**src/rtl/fsmd_gray_codec.sv**
```systemverilog
// ---------------------------------------------------------------------------
// fsmd_gray_codec
//   Parametrised FSMD Gray-code codec. Each transaction is selected by mode:
//     mode = 0 : binary -> Gray, computed in a single CALC cycle.
//     mode = 1 : Gray -> binary, bit-serial from MSB to LSB, one bit per
//                CALC cycle (WIDTH-1 CALC cycles in total).
//   It uses the same start/done handshake as the older 4-bit FSMD converters.
//
// Parameters
//   WIDTH     data width in bits (WIDTH >= 2)
//
// Ports
//   clk       rising-edge clock
//   rst_n     asynchronous active-low reset
//   start     request, sampled only while idle
//   mode      0 = binary->Gray, 1 = Gray->binary (captured with start)
//   data_in   operand (captured with start)
//   data_out  result; updated on completion only, held otherwise
//   busy      high while a conversion is in progress
//   done      one-cycle completion pulse, in the first idle cycle after CALC
//   parity    ^data_out, registered with data_out (only when the macro
//             GRAY_CODEC_PARITY_EN is defined)
// ---------------------------------------------------------------------------
module fsmd_gray_codec #(
  parameter int WIDTH = 8
) (
  input  logic             clk,
  input  logic             rst_n,
  input  logic             start,
  input  logic             mode,
  input  logic [WIDTH-1:0] data_in,
  output logic [WIDTH-1:0] data_out,
  output logic             busy,
  output logic             done
`ifdef GRAY_CODEC_PARITY_EN
  ,
  output logic             parity
`endif
);

  localparam int IDX_W = $clog2(WIDTH);

  typedef enum logic {
    IDLE = 1'b0,
    CALC = 1'b1
  } state_t;

  state_t           state, state_n;
  logic [WIDTH-1:0] op_r, op_n;
  logic             mode_r, mode_n;
  logic [WIDTH-1:0] acc_r, acc_n;
  logic [IDX_W-1:0] idx_r, idx_n;
  logic [WIDTH-1:0] data_out_n;
  logic             busy_n;
  logic             done_n;

  // One serial step of the Gray->binary recurrence: each binary bit is the
  // binary bit above it XOR the Gray bit at the same position.
  logic [WIDTH-1:0] acc_step;
  logic [IDX_W-1:0] idx_above;

  always_comb begin
    idx_above         = idx_r + 1'b1;
    acc_step          = acc_r;
    acc_step[idx_r]   = acc_r[idx_above] ^ op_r[idx_r];
  end

  // Next-state and datapath logic.
  always_comb begin
    // NOTE: every variable gets a default here, so no path leaves one
    // unassigned and no latch is inferred.
    state_n    = state;
    op_n       = op_r;
    mode_n     = mode_r;
    acc_n      = acc_r;
    idx_n      = idx_r;
    data_out_n = data_out;
    done_n     = 1'b0;

    case (state)
      IDLE: begin
        if (start) begin
          op_n    = data_in;
          mode_n  = mode;
          state_n = CALC;
          if (mode) begin
            // The MSB of a Gray code equals the binary MSB, so seed it now.
            acc_n            = '0;
            acc_n[WIDTH-1]   = data_in[WIDTH-1];
            idx_n            = IDX_W'(WIDTH - 2);
          end
        end
      end

      CALC: begin
        if (!mode_r) begin
          data_out_n = op_r ^ (op_r >> 1);
          done_n     = 1'b1;
          state_n    = IDLE;
        end else begin
          acc_n = acc_step;
          if (idx_r == '0) begin
            // Last bit resolved: publish the complete word only now so a
            // partial accumulator never appears on data_out.
            data_out_n = acc_step;
            done_n     = 1'b1;
            state_n    = IDLE;
          end else begin
            idx_n = idx_r - 1'b1;
          end
        end
      end

      default: state_n = IDLE;
    endcase

    busy_n = (state_n == CALC);
  end

  // State and datapath registers.
  always_ff @(posedge clk or negedge rst_n) begin
    if (!rst_n) begin
      state    <= IDLE;
      op_r     <= '0;
      mode_r   <= 1'b0;
      acc_r    <= '0;
      idx_r    <= '0;
      data_out <= '0;
      busy     <= 1'b0;
      done     <= 1'b0;
    end else begin
      // NOTE: non-blocking assignments so every register samples the
      // pre-edge values computed above, independent of statement order.
      state    <= state_n;
      op_r     <= op_n;
      mode_r   <= mode_n;
      acc_r    <= acc_n;
      idx_r    <= idx_n;
      data_out <= data_out_n;
      busy     <= busy_n;
      done     <= done_n;
    end
  end

`ifdef GRAY_CODEC_PARITY_EN
  // Parity follows data_out: it changes only on the completing edge.
  always_ff @(posedge clk or negedge rst_n) begin
    if (!rst_n) begin
      parity <= 1'b0;
    end else if (done_n) begin
      parity <= ^data_out_n;
    end
  end
`endif

endmodule

```
**config.mk**
```make
export PLATFORM = sky130hd
export DESIGN_NAME = fsmd_gray_codec
export DESIGN_NICKNAME = d
export VERILOG_FILES = /design/src/rtl/fsmd_gray_codec.sv
export SDC_FILE = /design/constraint.sdc
export NUM_CORES = 1
export LEC_CHECK = 0
export ABC_AREA = 1
export BUFFER_PORTS_ARGS = -buffer_cell sky130_fd_sc_hd__buf_2
export CAP_MARGIN = 10
export CORE_ASPECT_RATIO = 1.1
export CORE_MARGIN = 8
export CORE_UTILIZATION = 35
export DETAILED_ROUTE_END_ITERATION = 16
export GPL_TIMING_DRIVEN = 0
export MAX_ROUTING_LAYER = met4
export PLACE_DENSITY = 0.61
export SLEW_MARGIN = 20
export SYNTH_ARGS = -nofsm -noshare
export SYNTH_HDL_FRONTEND = slang
export SYNTH_SLANG_ARGS = --single-unit
```
**constraint.sdc**
```tcl
create_clock -name clk -period 2.3 [get_ports clk]
set_input_delay 0.46 -clock clk [delete_from_list [all_inputs] [get_ports clk]]
set_output_delay 0.46 -clock clk [all_outputs]
set_load 0.05 [all_outputs]
```
Yosys cells after proc, flatten, opt, wreduce, memory -nomap -nowiden
Cells that the tools add are included.
{"block": "totals", "reg_bits": 30, "in_bits": 12, "out_inout_bits": 10, "wordCells": 51}
{"block": "classes", "add_sub_neg": 2, "order_cmp": 3, "n_eq_ne": 5, "n_mux": 25, "bitwise": 3, "n_reduce_logical": 6}
{"operator": "$mux 8", "count": 5}
{"operator": "$pmux 8 s2", "count": 1}
{"operator": "$mux 3", "count": 4}
{"operator": "$mux 1", "count": 9}
{"operator": "$bwmux 8", "count": 1}
{"operator": "$lt 3x4->1 const B", "count": 2}
{"operator": "$xor 8x7->8", "count": 1}
{"operator": "$bmux 1 s3", "count": 2}
{"operator": "$ne 2x2->1 const B", "count": 3}
{"operator": "$pmux 3 s2", "count": 1}
{"operator": "$ne 2x1->1 const B", "count": 2}
{"operator": "$reduce_and 2->1", "count": 2}
{"operator": "$reduce_and 4->1", "count": 1}
{"operator": "$add 3x1->3 const B", "count": 1}
{"operator": "$demux 1 s3", "count": 1}
{"operator": "$ge 3x1->1 const B", "count": 1}
{"operator": "$logic_not 3->1", "count": 1}
{"operator": "$reduce_and 3->1", "count": 1}
{"operator": "$sub 3x1->3 const B", "count": 1}
{"operator": "$pmux 1 s2", "count": 1}
{"operator": "$logic_and 1x1->1", "count": 1}
{"operator": "$not 1->1", "count": 1}
{"operator": "$xor 1x1->1", "count": 1}

Longest topological paths before layout
Gate-level depths: netlist of run 1.
{"block": "depth", "depth_word": 7, "mapped_depth": 13, "ltp_nobuf": 12}

Least setup slack after synthesis of run 1
OpenSTA, ideal clock, no wires.
{"block": "synth_timing", "path_kind": "register -> register", "startpoint": "reg idx_r[0]", "endpoint": "reg data_out[0]", "setup_time_ps": 73, "arrival_ps": 1673, "t_required_ps": 2227, "slack_ps": 554, "stages_incl_launch_ff": 13, "n_path_buf": 1, "synth_period_minus_slack_ps": 1746, "cell_sequence": "dfrtp_1 -> inv_2 -> buf_6 -> ha_1 -> inv_1 -> nand2_2 -> nand2_2 -> nand2_2 -> nand2_4 -> nand3_4 -> nand3_2 -> nand2_2 -> a21oi_2"}
{"block": "synth_via", "elab_chain_cells": 7, "elab_cells_between_ends": 17, "classes_between": "add/sub: 1; order compare: 2; eq/ne: 1; mux: 9; bitwise: 1; reduce/logical: 3"}
{"item": "start: declaration", "line_no": "52", "rtl": "logic [IDX_W-1:0] idx_r, idx_n;"}
{"item": "start signal: assignment", "line_no": "138", "rtl": "idx_r <= idx_n;"}
{"item": "$add 3x1->3 (tied with other cells)", "line_no": "63", "rtl": "idx_above = idx_r + 1'b1;"}
{"item": "$bmux 1 s3 / $logic_and 1x1->1 (equally long branches)", "line_no": "65", "rtl": "acc_step[idx_r] = acc_r[idx_above] ^ op_r[idx_r];"}
{"item": "$mux 1 (not written as such)", "line_no": "65"}
{"item": "$xor 1x1->1 / $demux 1 s3 (equally long branches)", "line_no": "65"}
{"item": "$bwmux 8", "line_no": "65"}
{"item": "$mux 8", "line_no": "102", "rtl": "if (idx_r == '0) begin"}
{"item": "$mux 8", "line_no": "96", "rtl": "if (!mode_r) begin"}
{"item": "end signal: assignment", "line_no": "139", "rtl": "data_out <= data_out_n;"}
{"item": "end: declaration", "line_no": "32", "rtl": "output logic [WIDTH-1:0] data_out,"}
Several ways; a longest one is shown, not always the timed one. The select of a mux whose other input is x is not followed.
A chain may end at the register's enable or synchronous reset.

Worst setup path in the final report of run 1
{"block": "layout_timing", "startpoint": "reg idx_r[0]", "endpoint": "reg data_out[7]"}
Same word-level chain as after synthesis.

==> results.ini, run 1 <==
[run_status]
status = finished clean

[timing]
fin_skew_ns = 0.005201
post-route-period-util_pct = 87.86
report.final.setup_viol = 0
hold_violations = 0
slew-limit-headroom_pct = 44.04
max_slew.worst_pin.slew_ns = 0.8394
final.min_clock_period_ns = 2.021
rsz0062_at_grt = no
setup_tns_ns = 0
pins_over_slew_limit = 0
timing.fmax_ghz = 0.4949

[final_layout]
layout_common_cells = sky130_fd_sc_hd__nand2_1, sky130_fd_sc_hd__dfrtp_1, sky130_fd_sc_hd__buf_2, sky130_fd_sc_hd__nand2_2, sky130_fd_sc_hd__nor2_1
mostFrequentLayoutCell = sky130_fd_sc_hd__nand2_1
layout-drive-gt1-share_pct = 31.09
post_route_non_filler_standard_cell_count = 342
num_antenna_cells = 0
layout.nets = 281
syn_to_final_growth_pct = 16.26

[clock_network]
cts.hold.buffers_added = 0
clock_path_buffers = 2
clock_tree_from_tritoncts = done
cts.htree.levels = 2
setup_fix_bufs_post_cts = 0
cts_buffers = 5
cts.sink_count = 30
clk_transition_reported_paths_ns = 0.06
clock_tree_root = sky130_fd_sc_hd__clkbuf_8
cells_resized_by_post_cts_repair = 0
clock_latency_ns = 0.29

[synth]
synth_enable_flop_cells = 0
synth_top_area_cell = sky130_fd_sc_hd__dfrtp_1
mappedNetlistNets = 253
synthTopCellsByArea = sky130_fd_sc_hd__dfrtp_1, sky130_fd_sc_hd__nand2_1, sky130_fd_sc_hd__nand2_2
yosys.cell_types.count = 24
seq_area_frac_synth_pct = 39.97
warnings_from_yosys = 0
synth-seq-cells = 30
syn_area_um2 = 1878
syn_area_per_cell_um2 = 7.891
async_flop_share_pct = 100.0
synth_ff_type = sky130_fd_sc_hd__dfrtp_1
yosysTopAreaCellShare_pct = 39.97
post_synth_inst_count = 238

[detailed_routing]
drtAntennaViolNets = 0
wl_met3_um = 160
wl_per_cell_um = 12.60
drt_drc_violations_left = 0
detailroute.wirelength.met2_mm = 2.123
dr.first_iter.drc_count = 68
avgViaCountPerCell = 4.611
detail_route.wirelength.met1_mm = 1.962
dr.max_layer_used = met4
detailedRoute.firstPassIterationCount = 4
vias = 1577
postRouteWirelength_mm = 4.310

[grt]
antenna_found_initial = 0
first_pass_grt_wire_length_mm = 7.479
maximum_number_of_pins_on_one_net_before_global_route_repair = 31
global_route.usage.total_pct = 12.20
globalRoute.totalOverflow = 0
first_global_vias = 1592

[power_and_ir_drop]
finalPower_mw = 3.778
p_per_area_nw_per_um2 = 1730
irDropWorstVdd_v = 0.0006512
static-leakage-power_nw = 1.064

[die]
rows = 28
top_level_ports = 22
coreArea_um2 = 5290
initial_core_utilization_pct = 35.50
die-area_um2 = 7969
floorplan.die.width_um = 85.85
chipHeight_um = 92.83

[critical_path]
criticalPathCategory = reg2reg
worstSetupStartpointType = register
worst_ep_arrival_time_ns = 2.20
critPathMaxFanout = 11
cp.required_ns = 2.48
timing.critical_path.to_type = register

[run]
maxCapViolCount = 0

[place]
gp_congestion = 0.8781
io_buffer_count = 21
place_inst = 334
dpl.hpwl_mm = 3.230

[hold_path]
hold_path.class = in2async

[synthesized netlist by cell type, types with 6 or more instances]
master,count
sky130_fd_sc_hd__o21ai_0,11
sky130_fd_sc_hd__nor3_1,6
sky130_fd_sc_hd__nand3_1,11
sky130_fd_sc_hd__dfrtp_1,30
sky130_fd_sc_hd__nor2_1,18
sky130_fd_sc_hd__nand2_1,69
sky130_fd_sc_hd__inv_1,14
sky130_fd_sc_hd__nand3_2,8
sky130_fd_sc_hd__nand2_2,23
sky130_fd_sc_hd__a21oi_1,7
sky130_fd_sc_hd__o21ai_2,7
sky130_fd_sc_hd__a21oi_2,7
[routing by layer]
layer	vias to the layer above	global-route usage, %
li1	822	-
met3	7	2.834
met1	720	13.83
met5	-	-
met2	28	20.52
met4	0	4.386
[state kept, by name, indices dropped and copies added, names as in the netlist]
register / cells
done: 1
data_out: 8
state: 1
idx_r: 3
op_r: 8
acc_r: 8
mode_r: 1
[worst max-delay path, cell delays in order (launching register included)]
cell,delay [ns]
sky130_fd_sc_hd__dfrtp_1,0.50
sky130_fd_sc_hd__inv_2,0.10
sky130_fd_sc_hd__buf_6,0.16
sky130_fd_sc_hd__ha_1,0.34
sky130_fd_sc_hd__inv_1,0.13
sky130_fd_sc_hd__nand2_2,0.08
sky130_fd_sc_hd__nand2_2,0.06
sky130_fd_sc_hd__nand2_2,0.06
sky130_fd_sc_hd__nand2_4,0.08
sky130_fd_sc_hd__nand2_1,0.06
sky130_fd_sc_hd__nand3_1,0.10
sky130_fd_sc_hd__nand3_1,0.10
sky130_fd_sc_hd__nand2_1,0.09
sky130_fd_sc_hd__nand2_1,0.05
[power by group]
group / switching, mW / internal [mW]
sequential: 0.243 / 0.782
clock: 0.205 / 0.324
combinational: 1.51 / 0.715
[path summary, 6_finish.rpt]
path / slack, ns / cells past startpoint / end / startpoint
worst max-delay path: 0.28 / 13 / data_out[7] / idx_r[0]
worst min register to register: 0.49 / 2 / data_out[7] / data_out[7]
worst max register to register: 0.28 / 13 / data_out[7] / idx_r[0]
worst min-delay path: 0.21 / 1 / acc_r[0] / rst_n
max in group asynchronous: 1.63 / 1 / data_out[0] / rst_n
min in group clk: 0.36 / 3 / op_r[6] / data_in[6]
[area by class of cell]
class	instances	area, um^2
Timing Repair Buffer	21	105.1
Buffer	7	43.79
Inverter	17	63.81
Clock buffer	7	76.32
Multi-Input combinational cell	184	1020
Sequential cell	30	750.7
Tap cell	75	93.84
Clock inverter	1	30.03
Fill cell	590	3107
[cell families after synthesis]
group	synth area share (%)
buffers and inverters	5.729
DFF	39.97
and+or+nand+nor	36.58
AOI/OAI and AO/OA	12.92
xor gates and xnor gates	2.798
adders and majority gates	1.999
[metrics by stage]
step                setup slack [ns]  instance area (um^2)  util, %  hold WS (ns)
global route                  0.1141                  2183    41.27        0.2632
finish                        0.2793                  2183    41.27        0.2125
detailed placement            0.2780                  2077    39.26        0.4749
floorplan                     0.5540                  1878        -        0.1644
CTS                           0.2609                  2183    41.27        0.2381
global placement              0.2853                  2077    39.26        0.4686
Note: power is estimated with default switching activity, not from simulation.
==> inputs of run 2 (changes only) <==
CORE_ASPECT_RATIO = unset   (was 1.1)
==> results.ini, run 2 (synthesized netlist as in run 1, its figures left out) <==
[run_status]
status = finished clean

[power_and_ir_drop]
finalPower_mw = 3.647  ; -3.5%
static-leakage-power_nw = 1.050  ; -1.3%
irDropWorstVdd_v = 0.0006585  ; +1.1%
p_per_area_nw_per_um2 = 1698  ; -1.8%

[clock_network]
cts.htree.levels = 2  ; unchanged
clock_tree_root = sky130_fd_sc_hd__clkbuf_8
cts_buffers = 5  ; unchanged
clock_tree_from_tritoncts = done
cts.sink_count = 30  ; unchanged
clk_transition_reported_paths_ns = 0.06  ; about the same
clock_latency_ns = 0.28  ; about the same
cts.hold.buffers_added = 0  ; unchanged
cells_resized_by_post_cts_repair = 0  ; unchanged
setup_fix_bufs_post_cts = 0  ; unchanged
clock_path_buffers = 2  ; unchanged

[detailed_routing]
vias = 1527  ; -3.2%
dr.first_iter.drc_count = 62  ; -8.8%
drt_drc_violations_left = 0  ; unchanged
drtAntennaViolNets = 0  ; unchanged
postRouteWirelength_mm = 4.264  ; -1.1%
detailedRoute.firstPassIterationCount = 4  ; unchanged
avgViaCountPerCell = 4.545  ; -1.4%
wl_per_cell_um = 12.69  ; +0.70%

[critical_path]
worstSetupStartpointType = register
criticalPathCategory = reg2reg
cp_slowest_cell = sky130_fd_sc_hd__dfrtp_1
worstRegToRegCells = 13  ; unchanged
crit_path_cell_trace = inv_2 > buf_6 > ha_1 > inv_1 > nand2_2 > nand2_2 > nand2_2 > nand2_4 > nand2_1 > nand3_1 > nand3_1 > nand2_1 > nand2_1
critical-path-max-stage-delay_ns = 0.50  ; about the same
cp_num_cells = 13  ; unchanged
critical-path-top-delay-family = simple AND/OR/NAND/NOR gates
timing.critical_path.buf_inv = 3  ; unchanged
critPathMaxFanout = 11  ; unchanged
worst_ep_arrival_time_ns = 2.21  ; about the same
timing.critical_path.to_type = register
cp.required_ns = 2.48  ; about the same

[grt]
gr-usage-met1_pct = 15.97  ; +2.1 points
globalRoute.busiestLayer = met2
globalRoute.totalOverflow = 0  ; unchanged
globalRouteMet3Util_pct = 3.585  ; +0.75 points
first_pass_grt_wire_length_mm = 7.458  ; -0.28%
maximum_number_of_pins_on_one_net_before_global_route_repair = 31  ; unchanged
global_route.usage.total_pct = 12.68  ; +0.48 points
grt_util_met2_pct = 19.33  ; -1.2 points
first_global_vias = 1612  ; +1.3%
antenna_found_initial = 0  ; unchanged

[die]
initial_core_utilization_pct = 36.54  ; +1.0 points
die-area_um2 = 7966  ; about the same
floorplan.die.width_um = 89.25  ; +4.0%
rows = 26  ; -7.1%
chipHeight_um = 89.25  ; -3.9%
coreArea_um2 = 5140  ; -2.8%
top_level_ports = 22  ; unchanged

[timing]
slew-limit-headroom_pct = 45.44  ; +1.4 points
rsz0062_at_grt = no
setup_tns_ns = 0  ; unchanged
fin_ws_ns = 0.2673  ; -0.01197 ns
hold_violations = 0  ; unchanged
final.min_clock_period_ns = 2.033  ; +0.01197 ns
pins_over_slew_limit = 0  ; unchanged
fin_skew_ns = 0.002906  ; -0.002295 ns
report.final.setup_viol = 0  ; unchanged
max_slew.worst_pin.slew_ns = 0.8184  ; -0.02098 ns
timing.fmax_ghz = 0.4920  ; -0.59%
post-route-period-util_pct = 88.38  ; +0.52 points
final.hold.worst_slack_ns = 0.2113  ; -0.001160 ns

[place]
gp_congestion = 0.8419  ; -4.1%
dpl.hpwl_mm = 3.137  ; -2.9%
io_buffer_count = 21  ; unchanged
dpl_worst_slack_ns = 0.2582  ; -0.01981 ns

[final_layout]
mostFrequentLayoutCell = sky130_fd_sc_hd__nand2_1
layout-drive-gt1-share_pct = 30.83  ; -0.26 points
reg_top3 = acc_r (8), data_out (8), op_r (8)
fillerInstances = 579  ; -1.9%
num_antenna_cells = 0  ; unchanged
syn_to_final_growth_pct = 14.32
layout.nets = 281  ; unchanged
layout_common_cells = sky130_fd_sc_hd__nand2_1, sky130_fd_sc_hd__dfrtp_1, sky130_fd_sc_hd__buf_2, sky130_fd_sc_hd__nand2_2, sky130_fd_sc_hd__nor2_1

[run]
maxCapViolCount = 0  ; unchanged

[hold_path]
hold_path.class = in2async

run 2: through the flow:
stage	cells	cell area (um^2)	utilization, %
finish	336	2147	41.77
global placement	329	2071	40.29
detailed placement	329	2071	40.29
CTS	336	2147	41.77
floorplan	238	1878	-
global route	336	2147	41.77
run 2: where the power goes:
group | internal, mW | switching (mW)
Sequential | 0.782 | 0.248
Clock | 0.208 | 0.190
Combinational | 0.714 | 1.51
Total | 1.70 | 1.94
run 2: area by class of cell:
cell class,instances,area (um^2),area share (%)
Buffer,7,43.79,2.040
Clock buffer,7,76.32,3.555
Inverter,17,63.81,2.972
Multi-Input combinational cell,184,1020,47.49
Sequential cell,30,750.7,34.97
Tap cell,70,87.58,4.079
Timing Repair Buffer,21,105.1,4.895
run 2: path summary, 6_finish.rpt:
check,slack [ns],to,startpoint
max,0.27,data_out[7],idx_r[0]
min,0.21,op_r[6],rst_n
max reg2reg,0.27,data_out[7],idx_r[0]
min reg2reg,0.47,data_out[7],data_out[7]
max in group asynchronous,1.66,data_out[4],rst_n
min in group clk,0.36,op_r[0],data_in[0]
run 2: per-layer routing:
layer	part of all wire, %	wire length [um]
met1	50	2150
met5	0	0
met4	1.2	51
met2	45	1898
met3	3.8	163
run 2: worst reg2reg max path, delay by kind of cell (launching register included):
family,cells,cell delay (ns)
buffers and inverters,3,0.39
adders and majority gates,1,0.35
DFF,1,0.50
and+or+nand+nor,9,0.68
==> inputs of run 3 (changes only) <==
CORE_UTILIZATION = 40   (was 35)
HOLD_SLACK_MARGIN = 0.1   (was unset)
PLACE_DENSITY = 0.67   (was 0.61)
==> results.ini, run 3 (synthesized netlist as in run 1, its figures left out) <==
[detailed_routing]
wl_per_cell_um = 12.86  ; +1.3%
postRouteWirelength_mm = 4.102  ; -3.8%
drtAntennaViolNets = 0  ; unchanged
dr.first_iter.drc_count = 105  ; +69%
avgViaCountPerCell = 4.821  ; +6.1%
detailedRoute.firstPassIterationCount = 4  ; unchanged
drt_drc_violations_left = 0  ; unchanged
vias = 1538  ; +0.72%

[power_and_ir_drop]
static-leakage-power_nw = 1.055  ; +0.46%
p_per_area_nw_per_um2 = 1717  ; +1.1%
swShare_pct = 52.85  ; -0.43 points
combPwrFrac_pct = 60.6  ; -0.3 points
internal-power_mw = 1.727  ; +1.3%
pwr-share-seq_pct = 28.0  ; -0.2 points
irDropWorstVdd_v = 0.0007593  ; +15%
sw_power_mw = 1.935  ; -0.39%
power.clock.fraction_pct = 11.4  ; +0.5 points
finalPower_mw = 3.662  ; +0.42%

[critical_path]
timing.critical_path.buf_inv = 3  ; unchanged
criticalPathCategory = reg2reg
worstRegToRegCells = 13  ; unchanged
critical_path.reg2reg.startpoint = idx_r[0]
cp-endpoint = data_out[7]
cp.required_ns = 2.47  ; about the same
worstSetupStartpointType = register
worst_ep_arrival_time_ns = 2.18  ; -0.03 ns
timing.critical_path.to_type = register
cp_num_cells = 13  ; unchanged
setup.worst_path.start = idx_r[0]
crit-reg2reg-capture = data_out[7]
crit_path_cell_trace = inv_2 > buf_6 > ha_1 > inv_1 > nand2_2 > nand2_2 > nand2_2 > nand2_4 > nand2_1 > nand3_1 > nand3_1 > nand2_1 > nand2_1
critPathMaxFanout = 11  ; unchanged
critical-path-max-stage-delay_ns = 0.50  ; about the same
critical-path-top-delay-family = simple AND/OR/NAND/NOR gates
cp_slowest_cell = sky130_fd_sc_hd__dfrtp_1
ff2ff_setup_slack_ns = 0.29  ; +0.02 ns

[grt]
globalRoute.totalOverflow = 0  ; unchanged
global_route.usage.total_pct = 13.14  ; +0.46 points
first_global_vias = 1553  ; -3.7%
first_pass_grt_wire_length_mm = 7.417  ; -0.55%
maximum_number_of_pins_on_one_net_before_global_route_repair = 31  ; unchanged
antenna_found_initial = 0  ; unchanged

[final_layout]
layout-drive-gt1-share_pct = 31.32  ; +0.49 points
reg_top3 = acc_r (8), data_out (8), op_r (8)
layout_common_cells = sky130_fd_sc_hd__nand2_1, sky130_fd_sc_hd__dfrtp_1, sky130_fd_sc_hd__buf_2, sky130_fd_sc_hd__nand2_2, sky130_fd_sc_hd__nor2_1
layout.nets = 281  ; unchanged
utilization_pct = 46.08  ; +4.3 points
mostFrequentLayoutCell = sky130_fd_sc_hd__nand2_1
design_area_um2 = 2133  ; -0.64%
syn_to_final_growth_pct = 13.59
num_antenna_cells = 0  ; unchanged

[timing]
slew-limit-headroom_pct = 41.63  ; -3.8 points
setup_tns_ns = 0  ; unchanged
report.final.setup_viol = 0  ; unchanged
final.min_clock_period_ns = 2.008  ; -0.02428 ns
fin_skew_ns = 0.005363  ; +0.002457 ns
fin_ws_ns = 0.2916  ; +0.02428 ns
post-route-period-util_pct = 87.32  ; -1.1 points
hold_violations = 0  ; unchanged
rsz0062_at_grt = no
timing.fmax_ghz = 0.4979  ; +1.2%
max_slew.worst_pin.slew_ns = 0.8755  ; +0.05715 ns
pins_over_slew_limit = 0  ; unchanged

[die]
die-area_um2 = 7144  ; -10%
top_level_ports = 22  ; unchanged
chipHeight_um = 84.52  ; -5.3%
floorplan.die.width_um = 84.52  ; -5.3%
initial_core_utilization_pct = 40.57  ; +4.0 points
rows = 25  ; -3.8%
coreArea_um2 = 4629  ; -9.9%

[clock_network]
cts.htree.levels = 2  ; unchanged
clock_tree_from_tritoncts = done
cells_resized_by_post_cts_repair = 0  ; unchanged
clock_latency_ns = 0.28  ; about the same
cts.sink_count = 30  ; unchanged
setup_fix_bufs_post_cts = 0  ; unchanged
clock_path_buffers = 2  ; unchanged
cts_buffers = 5  ; unchanged
cts.hold.buffers_added = 0  ; unchanged
clk_transition_reported_paths_ns = 0.06  ; about the same
clock_tree_root = sky130_fd_sc_hd__clkbuf_8

[hold_path]
hold_path.class = in2async

[run]
maxCapViolCount = 0  ; unchanged

[place]
io_buffer_count = 21  ; unchanged
dpl_worst_slack_ns = 0.3031  ; +0.04483 ns
placed_cell_area_um2 = 2051  ; -0.97%
dpl.hpwl_mm = 3.032  ; -3.4%
gp_congestion = 0.8638  ; +2.6%

[run_status]
status = finished clean

run 3: cell count changes in the layout (fill, tap and decap cells not counted), sizes merged:
cell    before  now
clkbuf       9    8
run 3: how the worst min path moves through the flow:
stage	from	to	slack, ns	cells after the start
2_1_floorplan	rst_n	acc_r[0]	0.16	0
3_3_place_gp	data_out[7]	data_out[7]	0.46	2
3_5_place_dp	data_out[7]	data_out[7]	0.47	2
4_1_cts	rst_n	data_out[4]	0.24	1
5_1_grt	rst_n	data_out[4]	0.26	1
6_report	rst_n	data_out[4]	0.21	1
run 3: routing by layer:
metal	GRT usage, %	up-vias	wire length, um
li1	-	816	-
met1	16.58	689	2019
met2	20.11	29	1843
met3	3.707	4	211
met4	3.398	0	27
met5	-	-	0
run 3: worst reg2reg max path, cell delays in order (launching register included):
cell and delay [ns]:
sky130_fd_sc_hd__dfrtp_1 0.50, sky130_fd_sc_hd__inv_2 0.10, sky130_fd_sc_hd__buf_6 0.16, sky130_fd_sc_hd__ha_1 0.35
sky130_fd_sc_hd__inv_1 0.13, sky130_fd_sc_hd__nand2_2 0.08, sky130_fd_sc_hd__nand2_2 0.06, sky130_fd_sc_hd__nand2_2 0.06
sky130_fd_sc_hd__nand2_4 0.09, sky130_fd_sc_hd__nand2_1 0.05, sky130_fd_sc_hd__nand3_1 0.11, sky130_fd_sc_hd__nand3_1 0.08
sky130_fd_sc_hd__nand2_1 0.10, sky130_fd_sc_hd__nand2_1 0.05
run 3: final cells by class:
cell class | count | area, um^2
tap | 54 | 67.56
multi-input combinational | 184 | 1020
timing repair buffer | 21 | 105.1
buffer | 7 | 43.79
fill | 479 | 2496
clock buffer | 6 | 82.58
inverter | 17 | 63.81
sequential | 30 | 750.7
run 3: power by group through the flow:
stage / combinational (mW) / clock, mW / sequential [mW]
finish: 2.22 / 0.416 / 1.03
global route: 2.47 / 0.460 / 1.07
CTS: 2.24 / 0.426 / 1.03
detailed placement: 2.24 / 0 / 1.03
global placement: 2.21 / 0 / 1.03
floorplan: 1.51 / 0 / 1.28
run 3: per-stage QoR:
| stage | hold WS, ns | cells |
|---|---|---|
| after floorplan | 0.1644 | 238 |
| after global placement | 0.4649 | 313 |
| after detailed placement | 0.4678 | 313 |
| after CTS | 0.2413 | 319 |
| after global routing | 0.2637 | 319 |
| final | 0.2052 | 319 |
